## config.mk

```make
export PLATFORM = sky130hd
export DESIGN_NAME = rnd_frame_bank
export DESIGN_NICKNAME = d
export VERILOG_FILES = /design/src/rtl/rnd_frame_bank_pkg.sv /design/src/rtl/rnd_frame_bank_lfsr_core.sv /design/src/rtl/rnd_frame_bank.sv
export SDC_FILE = /design/constraint.sdc
export NUM_CORES = 1
export LEC_CHECK = 0
export CORE_MARGIN = 2
export CORE_UTILIZATION = 40
export DETAILED_ROUTE_END_ITERATION = 6
export GPL_ROUTABILITY_DRIVEN = 0
export PLACE_DENSITY = 0.65
export REMOVE_ABC_BUFFERS = 1
export SYNTH_ARGS = -nofsm -noshare
export SYNTH_HDL_FRONTEND = slang
export SYNTH_SLANG_ARGS = --single-unit
```

## constraint.sdc

```tcl
create_clock -name clk_in -period 2.4 [get_ports clk_in]
set_input_delay 0.48 -clock clk_in [delete_from_list [all_inputs] [get_ports clk_in]]
set_output_delay 0.48 -clock clk_in [all_outputs]
set_load 0.1 [all_outputs]
```

## src/rtl/rnd_frame_bank_pkg.sv

```systemverilog
// rtl/rnd_frame_bank_pkg.sv - shared state encoding and LFSR definition for the random frame bank
package rnd_frame_bank_pkg;

  typedef enum logic [1:0] {
    IDLE    = 2'd0,
    GEN     = 2'd1,
    WAIT_VB = 2'd2,
    COMMIT  = 2'd3
  } rfb_state_t;

  localparam int LFSR_LEN = 16;
  // x^16+x^15+x^13+x^4+1 -> taps on bits 15, 14, 12, 3
  localparam logic [LFSR_LEN-1:0] LFSR_TAPS    = 16'hD008;
  localparam logic [LFSR_LEN-1:0] DEFAULT_SEED = 16'hACE1;

  function automatic logic [LFSR_LEN-1:0] lfsr_step(input logic [LFSR_LEN-1:0] s);
    return {s[LFSR_LEN-2:0], ^(s & LFSR_TAPS)};
  endfunction

endpackage

```

## src/rtl/rnd_frame_bank_lfsr_core.sv

```systemverilog
// rtl/rnd_frame_bank_lfsr_core.sv - 16-bit Fibonacci LFSR with step enable and lock-up reload
module rnd_frame_bank_lfsr_core
  import rnd_frame_bank_pkg::*;
#(
  parameter logic [LFSR_LEN-1:0] SEED = DEFAULT_SEED
) (
  input  logic                clk_in,
  input  logic                reset,
  input  logic                step_en,
  output logic [LFSR_LEN-1:0] lfsr_q,
  output logic [LFSR_LEN-1:0] lfsr_next
);

  assign lfsr_next = lfsr_step(lfsr_q);

  // An all-zero register would never leave zero, so it is reseeded regardless of step_en.
  always_ff @(posedge clk_in) begin
    if (reset) begin
      lfsr_q <= SEED;
    end else if (lfsr_q == '0) begin
      lfsr_q <= SEED;
    end else if (step_en) begin
      lfsr_q <= lfsr_next;
    end
  end

endmodule

```

## src/rtl/rnd_frame_bank.sv

```systemverilog
// rtl/rnd_frame_bank.sv - generates a bank of random words on tempo and commits them at vblank
module rnd_frame_bank
  import rnd_frame_bank_pkg::*;
#(
  parameter int                  N_WORDS = 10,
  parameter int                  WIDTH   = 13,
  parameter logic [LFSR_LEN-1:0] SEED    = DEFAULT_SEED
) (
  input  logic                       clk_in,
  input  logic                       reset,
  input  logic                       update_pulse,
  input  logic                       vblank_pulse,
  output logic [N_WORDS*WIDTH-1:0]   rnd_bus,
  output logic                       busy,
  output logic                       committed
);

  localparam int WI_W = (N_WORDS > 1) ? $clog2(N_WORDS) : 1;
  localparam int SC_W = (WIDTH > 1) ? $clog2(WIDTH) : 1;
  localparam logic [WI_W-1:0] WORD_LAST = WI_W'(N_WORDS - 1);
  localparam logic [SC_W-1:0] STEP_LAST = SC_W'(WIDTH - 1);

  rfb_state_t                 state;
  rfb_state_t                 state_nxt;
  logic [WI_W-1:0]            word_idx;
  logic [SC_W-1:0]            step_cnt;
  logic                       pending;
  logic [N_WORDS*WIDTH-1:0]   shadow;
  logic [LFSR_LEN-1:0]        lfsr_q;
  logic [LFSR_LEN-1:0]        lfsr_next;
  logic                       unused_lfsr;

  rnd_frame_bank_lfsr_core #(
    .SEED(SEED)
  ) u_lfsr_core (
    .clk_in   (clk_in),
    .reset    (reset),
    .step_en  (state == GEN),
    .lfsr_q   (lfsr_q),
    .lfsr_next(lfsr_next)
  );

  assign unused_lfsr = ^{lfsr_q, lfsr_next};
  assign busy        = (state != IDLE);

  always_ff @(posedge clk_in) begin
    if (reset) state <= IDLE;
    else       state <= state_nxt;
  end

  always_comb begin
    state_nxt = state;
    case (state)
      IDLE:    if (update_pulse || pending) state_nxt = GEN;
      GEN:     if (step_cnt == STEP_LAST && word_idx == WORD_LAST) state_nxt = WAIT_VB;
      WAIT_VB: if (vblank_pulse) state_nxt = COMMIT;
      COMMIT:  state_nxt = IDLE;
      default: state_nxt = IDLE;
    endcase
  end

  always_ff @(posedge clk_in) begin
    if (reset) begin
      word_idx  <= '0;
      step_cnt  <= '0;
      pending   <= 1'b0;
      shadow    <= '0;
      rnd_bus   <= '0;
      committed <= 1'b0;
    end else begin
      committed <= 1'b0;
      case (state)
        IDLE: begin
          if (update_pulse || pending) begin
            pending  <= 1'b0;
            word_idx <= '0;
            step_cnt <= '0;
          end
        end
        GEN: begin
          if (update_pulse) pending <= 1'b1;
          // Each word takes the post-step value after WIDTH fresh shifts.
          if (step_cnt == STEP_LAST) begin
            for (int k = 0; k < N_WORDS; k++) begin
              if (word_idx == WI_W'(k)) shadow[k*WIDTH +: WIDTH] <= lfsr_next[WIDTH-1:0];
            end
            step_cnt <= '0;
            word_idx <= word_idx + WI_W'(1);
          end else begin
            step_cnt <= step_cnt + SC_W'(1);
          end
        end
        WAIT_VB: begin
          if (update_pulse) pending <= 1'b1;
        end
        COMMIT: begin
          if (update_pulse) pending <= 1'b1;
          rnd_bus   <= shadow;
          committed <= 1'b1;
        end
        default: ;
      endcase
    end
  end

endmodule

```

; Yosys cells after proc, flatten, opt, wreduce, memory -nomap -nowiden
; Index checks and enable logic that the tools add are counted.
[totals]
out_inout_bits = 132
elab_cells = 74
ff_bits = 288
[classes]
eq_ne = 18
n_mux = 13
reduce_logical = 24
addsub = 2
[op_table]
columns = op, n
row1 = $reduce_and 3->1, 12
row2 = $eq 4x3->1 const B, 4
row3 = $logic_not 16->1, 1
row4 = $pmux 4 s2, 2
row5 = $reduce_xor 16->1, 1
row6 = $eq 4x4->1 const B, 3
row7 = $mux 4, 3
row8 = $add 4x1->4 const B, 2
row9 = $eq 4x2->1 const B, 2
row10 = $ne 2x2->1 const B, 4
row11 = $pmux 2 s4, 1
row12 = $mux 2, 3
row13 = $eq 2x2->1 const B, 2
row14 = $eq 4x1->1 const B, 1
row15 = $logic_not 4->1, 1
row16 = $reduce_and 2->1, 2
row17 = $reduce_bool 2->1, 2
row18 = $mux 1, 3
row19 = $reduce_or 3->1, 1
row20 = $eq 2x1->1 const B, 1
row21 = $logic_not 2->1, 1
row22 = $ne 2x1->1 const B, 1
row23 = $pmux 1 s2, 1
row24 = $reduce_or 2->1, 1
row25 = 2 further kinds, 2

; Logic depth before layout (Yosys ltp)
[logic_depth]
ltp_word = 4
mapped_depth = 9
ltp_nobuf = 6

; Hierarchy
; From an unflattened synthesis, not the netlist that was laid out.
[unflattened]
cells_unflattened = 1139
area_unflattened_um2 = 10824.1
[by_module_without_submodules]
columns = mod, seq_area_each_um2, n_inst, cells_each, area_each_um2
row1 = rnd_frame_bank, 5445.2, 1, 1064, 10049.6
row2 = rnd_frame_bank_lfsr_core, 320.3, 1, 75, 774.5

; Worst setup path before layout
; No wires, ideal clock.
[synth_path]
path_kind = register -> output
start = register state[0]
end = output port busy
arrival_ns = 1.269
stages_incl_launch_ff = 4
slack_ns = 0.651
path_buffers = 0
cell_sequence = dfxtp_1 -> inv_1 -> ha_1 -> inv_1
[synth_via]
elab_chain_len = 1
[synth_lines]
columns = item, line
row1 = start: declaration, rnd_frame_bank.sv:23  ; rfb_state_t state;
row2 = start signal: assignment, rnd_frame_bank.sv:48  ; else state <= state_nxt;
row3 = $reduce_bool 2->1, rnd_frame_bank.sv:44  ; assign busy = (state != IDLE);
row4 = end: declaration, rnd_frame_bank.sv:14  ; output logic busy,
; Every way passes these cells.

; Final worst setup path
; Same ends and word-level chain as after synthesis.

==> impl_metrics.csv <==
group,metric,value,unit
routing,antenna_violating_nets_post_route,0,
timing,worst_slew_margin_rel,60.2,%
timing,setup_violations,0,
clock_network,clock_tree.htree_level_count,1,
logic_synthesis,synth_adder_area_share,1.40,%
worst_setup_path,worst_path_max_delay_cell,"dfxtp_1",
logic_synthesis,synth_top_family_by_area,"multiplexers",
worst_setup_path,crit_chain,"inv_1, ha_1, inv_1, buf_12",
cells_and_area,ratio_of_cells_with_drive_above_1_in_the_final_layout,18.6,%
clock_network,post_cts_hold_buffer_count,0,
logic_synthesis,post-synth-top-area-cell,"dfxtp_1",
clock_network,clock_path_buffers,3,
global_routing,initial_antenna_violation_count,0,
floorplan,die_y,168,um
timing,finalMaxSlewViolations,0,
pwr,ir_worst_vdd,0.385,mV
logic_synthesis,ys_seq_elements,288,
cells_and_area,layout_fillers,2432,
run_status,run_status,"finished, final reports clean",
clock_network,clockRootBuffer,"clkbuf_16",
pwr,total_power_after_layout,11.0,mW
clock_network,clock_latency,0.54,ns
logic_synthesis,post_synth_inst_count,1010,
placed_design,io_buffer_count,135,
clock_network,tritoncts.num_buffers,30,
clock_network,cts-resized-gates,0,
cells_and_area,synthToLayoutAreaGrowth,21.3,%
clock_network,post-cts-setup-buffers,0,
worst_setup_path,timing.critical_path.required,1.92,ns
logic_synthesis,unique_masters_post_synth,42,
job,max_cap_violations,0,
clock_network,tritoncts_clock_tree,"built",
global_routing,grt_first_pass_wirelength,37400,um
global_routing,track_usage,16.4,%
worst_setup_path,timing.critical_path.fanout_max,6,
timing,achievable-frequency,0.466,GHz
pwr,leakagePower,5.93,nW
worst_setup_path,critical-path-max-stage-delay,0.43,ns
floorplan,starting_density_of_the_core,40.9,%
logic_synthesis,synth_xor_xnor_area_share,0.326,%
logic_synthesis,ys_top_cells_by_area,"dfxtp_1, mux2i_1, nor2_1",
routing,via_total_after_detailed_routing,7032,
floorplan,placement_rows,59,
timing,tightest_slew,0.596,ns
logic_synthesis,area_share_of_the_largest_cell_type_after_synthesis,53.7,%
routing,dr_drc_count,0,
worst_setup_path,critical-path-top-delay-family,"flip-flops",
global_routing,grt_overflow,0,
cells_and_area,nNetsFinal,1133,
routing,drt_first_iter_violations,379,
cells_and_area,number_of_antenna_cells_inserted,0,
worst_setup_path,worstSetupPathType,"flop to output port",
worst_setup_path,critPathMostFrequentCell,"inv_1",
timing,min_period,2.15,ns
routing,routed_wire_length_per_instance,15.7,um
worst_setup_path,endpoint_kind,"output port",
placed_design,dpl.hpwl,14100,um
worst_setup_path,start_kind,"flop",
global_routing,grt_start_max_net_pins,134,
floorplan,fp.dieW,168,um
timing,final-hold-violation-count,0,
logic_synthesis,synthMuxAreaShare,25.7,%
worst_hold_path,hold_path_class,"input port to flop",
clock_network,clk_pin_slew_worst_paths,0.06,ns
logic_synthesis,netlist_area,10700,um^2
floorplan,floorplan.die_area,28200,um^2
routing,average_via_count_per_standard_cell,4.76,
global_routing,via_count_of_the_first_global_routing_pass,6796,
worst_setup_path,arrival,1.67,ns
routing,drt-pass1-iter-count,4,
logic_synthesis,synth_simple_gate_area_share,13.3,%
worst_setup_path,ff2ff_setup_slack,0.51,ns
timing,finalClockSkew,0.0138,ns
floorplan,boundaryPins,136,
timing,fin_crit_sh,89.5,%
routing,drt-total-wl,23200,um
logic_synthesis,synth.avg_cell_area,10.6,um^2
logic_synthesis,yosysSeqAreaShare,53.7,%
pwr,power-per-cell-area,844,nW/um^2
timing,final_hold_slack,0.281,ns
clock_network,cts_num_sinks,288,
floorplan,core_area,26200,um^2
logic_synthesis,synth_compound_area_share,1.33,%
timing,grt_setup_unrepaired,"no",
logic_synthesis,synthesis_warnings,0,
worst_setup_path,critical_path_buf_inv_count,3,
layer usage:
metal  part of all wire (%)  vias to the layer above  global-route usage [%]
li1                       -                     3585                       -
met1                     49                     3284                    23.2
met2                     44                      135                    26.3
met3                    4.6                       28                    2.94
met5                      0                        -                       0
met4                    1.6                        0                    3.33
worst register-to-register path: cells and delay by family (launching register included):
kind | cells | cell delay, ns
simple gates | 3 | 0.86
flops | 1 | 0.35
mux | 1 | 0.27
fa+ha+maj | 1 | 0.17
buf+inv | 1 | 0.11
cells in the mapped netlist:
library cell and count:
a2111o_1 1, a2111oi_2 1, a211oi_1 1, a21oi_1 1, a221oi_1 1, a22oi_1 2
a31oi_1 2, a32oi_1 1, and2_1 2, and2b_2 1, and3_1 2, and4_4 1
buf_12 1, buf_2 16, buf_4 1, buf_6 10, clkbuf_1 46, dfxtp_1 288
ha_1 12, inv_1 14, mux2i_1 276, nand2_1 13, nand2b_1 1, nand3_1 4
nand3_4 10, nand4_1 1, nor2_1 275, nor2_2 1, nor2b_1 2, nor3_1 4
nor3b_1 1, nor3b_2 1, nor4_1 2, nor4b_1 1, o211a_1 1, o211ai_1 1
o21ai_0 3, o32ai_1 3, or2_2 1, or3b_2 1, xnor2_1 3, xor2_1 1
area by class of cell:
cell class              instances  area (um^2)  area share, %
flip-flops and latches        288         5770           44.3
clock buffers                  53          988           7.59
repair buffers                149         1190           9.16
well taps                     335          419           3.22
inverters                      14         52.6          0.404
multi-input cells             634         4530           34.8
clock inverters                 3         68.8          0.529
cells by family after synthesis:
family,after synthesis
muxes,276
buffers and inverters,88
DFF,288
and+or+nand+nor,324
xor gates and xnor gates,4
AOI/OAI and AO/OA,18
adders and majority gates,12
sequential cells by signal, summed over array words and instances (netlist names):
register and cells:
committed 1, word_idx 4, rnd_bus 130, state 2
shadow 130, pending 1, u_lfsr_core.lfsr_q 16, step_cnt 4
power breakdown:
part	switching (mW)	total, mW	internal, mW
Combinational	0.702	1.15	0.445
Sequential	0.183	5.06	4.88
Clock	1.81	4.78	2.98
Total	2.69	11.0	8.30
per-stage QoR:
stage / setup slack (ns) / TNS (ns) / instances / utilization (%) / cell area [um^2]
2_1_floorplan: -2.90 / -379.41 / 936 / - / 10300
3_3_place_gp: 0.459 / 0 / 1420 / 45.6 / 12000
3_5_place_dp: 0.421 / 0 / 1420 / 45.6 / 12000
4_1_cts: 0.218 / 0 / 1476 / 49.7 / 13000
5_1_grt: 0.129 / 0 / 1476 / 49.7 / 13000
6_report: 0.253 / 0 / 1476 / 49.7 / 13000
final timing paths:
path / endpoint / cells past startpoint / startpoint
worst min register to register: u_lfsr_core.lfsr_q[15] / 2 / u_lfsr_core.lfsr_q[14]
worst min-delay path: rnd_bus[116] / 2 / reset
worst max-delay path: busy / 4 / state[0]
worst max register to register: shadow[88] / 6 / state[1]
cell usage in the layout, fill, tap and decap left out, types with 4 or more instances in the layout:
| cell | instances |
|---|---|
| dfxtp_1 | 288 |
| mux2i_1 | 276 |
| nor2_1 | 275 |
| buf_4 | 141 |
| clkbuf_16 | 31 |
| inv_1 | 14 |
| clkbuf_8 | 14 |
| nand2_1 | 13 |
| ha_1 | 11 |
| nand3_4 | 10 |
| clkbuf_1 | 9 |
| buf_12 | 5 |
| nand3_1 | 4 |
| nor3_1 | 4 |
(Power assumes the default switching activity.)
